**src/rtl/sbmips_cu.sv**
```systemverilog
`default_nettype none
// ============================================================================
// sbmips_cu : Moore control unit for the stack-based multicycle MIPS datapath
// Revision  : 1.0
// ============================================================================
module sbmips_cu #(
  parameter int CNTW = 16
) (
  input  logic            clk,
  input  logic            rst,
  input  logic [7:0]      Inst,
  output logic            PCsrc,
  output logic            PCwrite,
  output logic            PCwriteCond,
  output logic            IorD,
  output logic            MemRead,
  output logic            MemWrite,
  output logic            Ild,
  output logic            Ssrc,
  output logic            Push,
  output logic            Pop,
  output logic            Tos,
  output logic            Bld,
  output logic            ALUsrc1,
  output logic [1:0]      ALUsrc2,
  output logic [1:0]      ALUop,
  output logic [CNTW-1:0] icount
);

  localparam logic [CNTW-1:0] CNT_ONE = {{(CNTW-1){1'b0}}, 1'b1};

  typedef enum logic [3:0] {
    S_IF  = 4'd0,
    S_ID  = 4'd1,
    S_ALB = 4'd2,
    S_ALX = 4'd3,
    S_NOT = 4'd4,
    S_PSH = 4'd5,
    S_POP = 4'd6,
    S_JMP = 4'd7,
    S_JZ  = 4'd8
  } state_t;

  state_t          state_q;
  logic [1:0]      op_q;
  logic [CNTW-1:0] icount_q;

  // Only the opcode drives control; the address field goes straight to the datapath.
  logic unused_addr;
  assign unused_addr = ^Inst[4:0];

  always_ff @(posedge clk or negedge rst) begin
    if (!rst) begin
      state_q  <= S_IF;
      op_q     <= 2'b00;
      icount_q <= '0;
    end else begin
      case (state_q)
        S_IF: begin
          state_q  <= S_ID;
          icount_q <= icount_q + CNT_ONE;
        end
        S_ID: begin
          // The ALU function is latched here so ALX stays a pure function of state.
          op_q <= Inst[6:5];
          case (Inst[7:5])
            3'b000, 3'b001, 3'b010: state_q <= S_ALB;
            3'b011:                 state_q <= S_NOT;
            3'b100:                 state_q <= S_PSH;
            3'b101:                 state_q <= S_POP;
            3'b110:                 state_q <= S_JMP;
            default:                state_q <= S_JZ;
          endcase
        end
        S_ALB:   state_q <= S_ALX;
        default: state_q <= S_IF;
      endcase
    end
  end

  // Outputs are gated by rst so they drop the moment reset is asserted.
  always_comb begin
    PCsrc       = 1'b0;
    PCwrite     = 1'b0;
    PCwriteCond = 1'b0;
    IorD        = 1'b0;
    MemRead     = 1'b0;
    MemWrite    = 1'b0;
    Ild         = 1'b0;
    Ssrc        = 1'b0;
    Push        = 1'b0;
    Pop         = 1'b0;
    Tos         = 1'b0;
    Bld         = 1'b0;
    ALUsrc1     = 1'b0;
    ALUsrc2     = 2'b00;
    ALUop       = 2'b00;
    if (rst) begin
      case (state_q)
        S_IF: begin
          MemRead = 1'b1;
          Ild     = 1'b1;
          PCwrite = 1'b1;
          ALUsrc2 = 2'b10;
        end
        S_ID: Tos = 1'b1;
        S_ALB: begin
          Tos = 1'b1;
          Pop = 1'b1;
          Bld = 1'b1;
        end
        S_ALX: begin
          Tos     = 1'b1;
          ALUsrc1 = 1'b1;
          ALUop   = op_q;
          Pop     = 1'b1;
          Push    = 1'b1;
        end
        S_NOT: begin
          Tos     = 1'b1;
          ALUsrc1 = 1'b1;
          ALUop   = 2'b11;
          Pop     = 1'b1;
          Push    = 1'b1;
        end
        S_PSH: begin
          IorD    = 1'b1;
          MemRead = 1'b1;
          Ssrc    = 1'b1;
          Push    = 1'b1;
        end
        S_POP: begin
          Tos      = 1'b1;
          IorD     = 1'b1;
          MemWrite = 1'b1;
          Pop      = 1'b1;
        end
        S_JMP: begin
          PCsrc   = 1'b1;
          PCwrite = 1'b1;
        end
        S_JZ: begin
          Tos         = 1'b1;
          Pop         = 1'b1;
          ALUsrc1     = 1'b1;
          ALUsrc2     = 2'b01;
          PCsrc       = 1'b1;
          PCwriteCond = 1'b1;
        end
        default: ;
      endcase
    end
  end

  assign icount = icount_q;

endmodule
`default_nettype wire

```
**config.mk**
```make
export PLATFORM = sky130hd
export DESIGN_NAME = sbmips_cu
export DESIGN_NICKNAME = d
export VERILOG_FILES = /design/src/rtl/sbmips_cu.sv
export SDC_FILE = /design/constraint.sdc
export NUM_CORES = 1
export LEC_CHECK = 0
export ABC_AREA = 0
export ABC_CLOCK_PERIOD_IN_PS = 5200
export CORE_MARGIN = 3
export CORE_UTILIZATION = 50
export CTS_BUF_LIST = sky130_fd_sc_hd__clkbuf_2 sky130_fd_sc_hd__clkbuf_4 sky130_fd_sc_hd__clkbuf_8
export CTS_CLUSTER_DIAMETER = 80
export CTS_CLUSTER_SIZE = 20
export DETAILED_ROUTE_END_ITERATION = 8
export GPL_TIMING_DRIVEN = 0
export PLACE_DENSITY = 0.88
export SLEW_MARGIN = 20
export SYNTH_ARGS = -nofsm -noshare
export SYNTH_HDL_FRONTEND = slang
export SYNTH_SLANG_ARGS = --single-unit
export TNS_END_PERCENT = 100
```
**constraint.sdc**
```tcl
create_clock -name clk -period 5.2 [get_ports clk]
set_input_delay 1.56 -clock clk [delete_from_list [all_inputs] [get_ports clk]]
set_output_delay 1.56 -clock clk [all_outputs]
set_load 0.02 [all_outputs]
```
Yosys cells after proc, flatten, opt, wreduce, memory -nomap -nowiden
Index checks and enable logic that the tools add are counted.
- output and inout port bits: 33
- bits of input ports: 10
- bits in registers: 22
- word-level logic and storage cells: 61
- eq/ne operators: 14
- multiplexer cells: 32
- reductions and logical operators: 11
- $add $sub $neg: 1
- operators by type and width (kind ; count):
    $mux W1 ; 26
    $pmux W4 S5 ; 1
    $add A16 B1 Y16 const B ; 1
    $eq A4 B3 Y1 const B ; 4
    $pmux W4 S3 ; 1
    $eq A3 B3 Y1 const B ; 3
    $reduce_or A3 Y1 ; 3
    $eq A4 B2 Y1 const B ; 2
    $pmux W2 S2 ; 2
    $reduce_or A2 Y1 ; 4
    $eq A3 B2 Y1 const B ; 2
    $reduce_or A6 Y1 ; 1
    $reduce_or A5 Y1 ; 1
    $eq A4 B1 Y1 const B ; 1
    $eq A4 B4 Y1 const B ; 1
    $logic_not A4 Y1 ; 1
    $mux W2 ; 2
    $eq A3 B1 Y1 const B ; 1
    $logic_not A3 Y1 ; 1

Depth between registers and ports, before layout
- depth in word-level cells: 4
- gate-level depth with buffers: 5
- depth with buffers taken out: 5

Worst setup path before layout
Ideal clock, no wire load.
- kind: input to output
- start: input port rst
- end: output port IorD
- cell stages on the path: 3
- required time: 3.640 ns
- path buffers: 0
- path slack: 1.254 ns
- arrival: 2.386 ns
- cells stage by stage: nand2_1 nor3_1 or2_2
- cells in the longest elaborated chain, start to end: 1
- ends and longest elaborated chain (element ; RTL line ; text):
    from (decl) ; 10 ; input logic rst,
    $mux W1 ; 98 ; if (rst) begin
    to (decl) ; 15 ; output logic IorD,
Every way passes these cells.

Worst setup path after layout
Ends and elaborated chain as after synthesis.

==> results.sh <==
export IMPL_skew_ns=0.0114
export IMPL_final_cell_mix="clkdlybuf4s50_1 (36), dfrtp_1 (22), nand2_1 (18), xnor2_1 (11), nand3_1 (8)"
export IMPL_worstMarginPinSlew_ns=0.652
export IMPL_rr_startpoint="state_q[0]$_DFF_PN0_"
export IMPL_viasPerCell=5.52
export IMPL_coreArea_um2=2250
export IMPL_final_common_cell="clkdlybuf4s50_1"
export IMPL_track_usage_pct=18.3
export IMPL_areaGrowthSynthToFinish_pct=37.2
export IMPL_period_share_pct=91.3
export IMPL_synth_async_reset_ratio_pct=100
export IMPL_multi_input_area_um2=628
export IMPL_worstSetupPathType="in -> out"
export IMPL_die_x_um=55.3
export IMPL_min_to="icount[15]$_DFFE_PN0N_"
export IMPL_ys_top_cells_by_area="dfrtp_1 (45%), xnor2_1 (7.9%), nand2_1 (5.6%), xor2_1 (3.6%), nor4_4 (3.5%)"
export IMPL_wl_per_cell_um=13.4
export IMPL_maxCapViolCount=0
export IMPL_dpl_worst_slack_ns=0.433
export IMPL_hold_slack_ns=0.493
export IMPL_synth_edff_count=0
export IMPL_fin_nets=179
export IMPL_powerDensity_nw_per_um2=465
export IMPL_cts_root_buf="clkbuf_4"
export IMPL_clock_fmax_ghz=0.211
export IMPL_layout_drive_gt1_share_pct=8.38
export IMPL_drc=0
export IMPL_ys_types=32
export IMPL_cp_slowest_cell="clkdlybuf4s50_1"
export IMPL_arrival_ns=3.19
export IMPL_drv_slew=0
export IMPL_critPathTopFamily="buffers and inverters"
export IMPL_hp_start="icount[15]$_DFFE_PN0N_"
export IMPL_max_stage_delay_ns=0.59
export IMPL_max_slew_margin_rel_pct=56.2
export IMPL_regArea_um2=551
export IMPL_placed_cells=191
export IMPL_clockBufferDepth=2
export IMPL_drt_iter0_markers=20
export IMPL_io_buffers=37
export IMPL_outcome="finished clean"
export IMPL_globalplace_congestion=0.827
export IMPL_synth_net_count=137
export IMPL_setup_slack_ns=0.454
export IMPL_finalCriticalPeriod_ns=4.75
export IMPL_syn_avg_cell_area_um2=9.65
export IMPL_syn_area_um2=1220
export IMPL_r2r_cells=5
export IMPL_worstPathRequired_ns=3.64
export IMPL_first_pass_iters=4
export IMPL_hp_class="reg -> reg"
export IMPL_h_tree_depth=1
export IMPL_routed_wl_um=2620
export IMPL_rsz0062_at_grt="false"
export IMPL_postSynthCellCount=126
export IMPL_ios=43
export IMPL_grt_pass1_vias=1035
export IMPL_cts_tree="yes"
export IMPL_leakage_nw=0.717
export IMPL_cts_resized=0
export IMPL_path_cells="buf_2 > nand2_1 > nor3_1 > or2_2 > clkdlybuf4s50_1"
export IMPL_insertion_delay_ns=0.32
export IMPL_synthFlopType="dfrtp_1"
export IMPL_grt_ovfl_total=0
export IMPL_vias=1077
export IMPL_grt_pass1_wl_um=4570
export IMPL_end_kind="output pin"
export IMPL_ys_ff_latch=22
export IMPL_ant_nets=0
export IMPL_start_kind="input port"
export IMPL_whs_path_depth=1
export IMPL_postCtsSetupBuffers=0
export IMPL_die_y_um=55.3
export IMPL_fin_cells=195
export IMPL_crit_path_max_fanout=32
export IMPL_synth_yosys_seq_area_share_pct=45.3
export IMPL_clock_sinks=22
export IMPL_nFillCells=186
export IMPL_diodes=0
export IMPL_numCtsBuffers=3
export IMPL_finalCoreUtilization_pct=74.0
export IMPL_antenna_found_initial=0
export IMPL_rows=17
export IMPL_setup_viol=0
export IMPL_cts_clk_slew_worst_paths_ns=0.13
export IMPL_r2r_slack_ns=3.17
export IMPL_path_buf_inv=2
export IMPL_timing_rr_end="icount[11]$_DFFE_PN0N_"
export IMPL_final_hold_viol_count=0
export IMPL_ir_worst_vdd_mv=0.316
export IMPL_die_area_um2=3060
export IMPL_yosys_warnings=0
export IMPL_synth_top_area_share_pct=45.3
export IMPL_synth_area_leader_cell="dfrtp_1"
export IMPL_dpl_hpwl_um=1980
export IMPL_cts_hold_buf=0
export IMPL_start_util_pct=53.9
export IMPL_grt_max_degree=33
[where the power goes]
part           internal, mW  switching (mW)
clock                0.0780          0.0544
sequential            0.211          0.0416
combinational         0.174           0.217
[cells by family after synthesis]
logic type	count (synthesis)	share of synthesized area [%]
adder cells (fa/ha/maj)	1	1.03
multiplexers	3	2.67
AO/OA/AOI/OAI	12	6.17
XOR/XNOR	16	11.5
flip-flops	22	45.3
buffers and inverters	8	3.09
AND/OR/NAND/NOR	64	30.2
[final cells by class]
| type | instances | share of cell area, % |
|---|---|---|
| clock inverter | 1 | 1.80 |
| timing repair buffer | 37 | 21.9 |
| multi-input combinational | 96 | 37.6 |
| buffer | 6 | 1.80 |
| tap | 28 | 2.10 |
| clock buffer | 3 | 1.35 |
| sequential | 22 | 33.0 |
| inverter | 2 | 0.450 |
[flip-flops by register name (all words and copies together) (netlist names)]
name     flops
op_q         2
icount      16
state_q      4
[worst max-delay path by stage]
stage	startpoint	end	slack [ns]	cells past startpoint
global placement	rst	IorD	-0.42	5
CTS	rst	IorD	0.42	5
floorplan	rst	IorD	1.25	3
global route	rst	IorD	0.28	5
finish	rst	IorD	0.45	5
detailed placement	rst	IorD	0.43	5
[per-layer routing]
metal  track usage, %  vias up  part of all wire [%]
met5                0        -                     0
met4             6.25        0                   1.3
met3             3.50        3                   5.8
met2             31.3       41                    50
met1             23.1      513                    43
li1                 -      520                     -
[stage by stage]
stage	area (µm²)	power, mW	setup TNS [ns]
after floorplan	1220	0.498	0
after global placement	1620	0.636	-3.73
after detailed placement	1620	0.647	0
after CTS	1670	0.781	0
after global routing	1670	0.829	0
final	1670	0.776	0
[cell usage after synthesis, types with 2 or more instances]
master and number:
or2_2 2, and2_1 4, o21ai_0 2, xnor2_1 11, nand4_1 3, nor2_1 7, nor4_1 3, nand2_1 18
buf_4 2, and3_1 4, clkbuf_1 4, a21boi_0 3, nor4_4 2, xor2_1 5, nor3_1 3, and4_1 2
nand3_1 8, mux2_2 2, dfrtp_1 22, a21oi_1 5, nor2b_1 2, inv_1 2
Note: power is estimated with default switching activity, not from simulation.
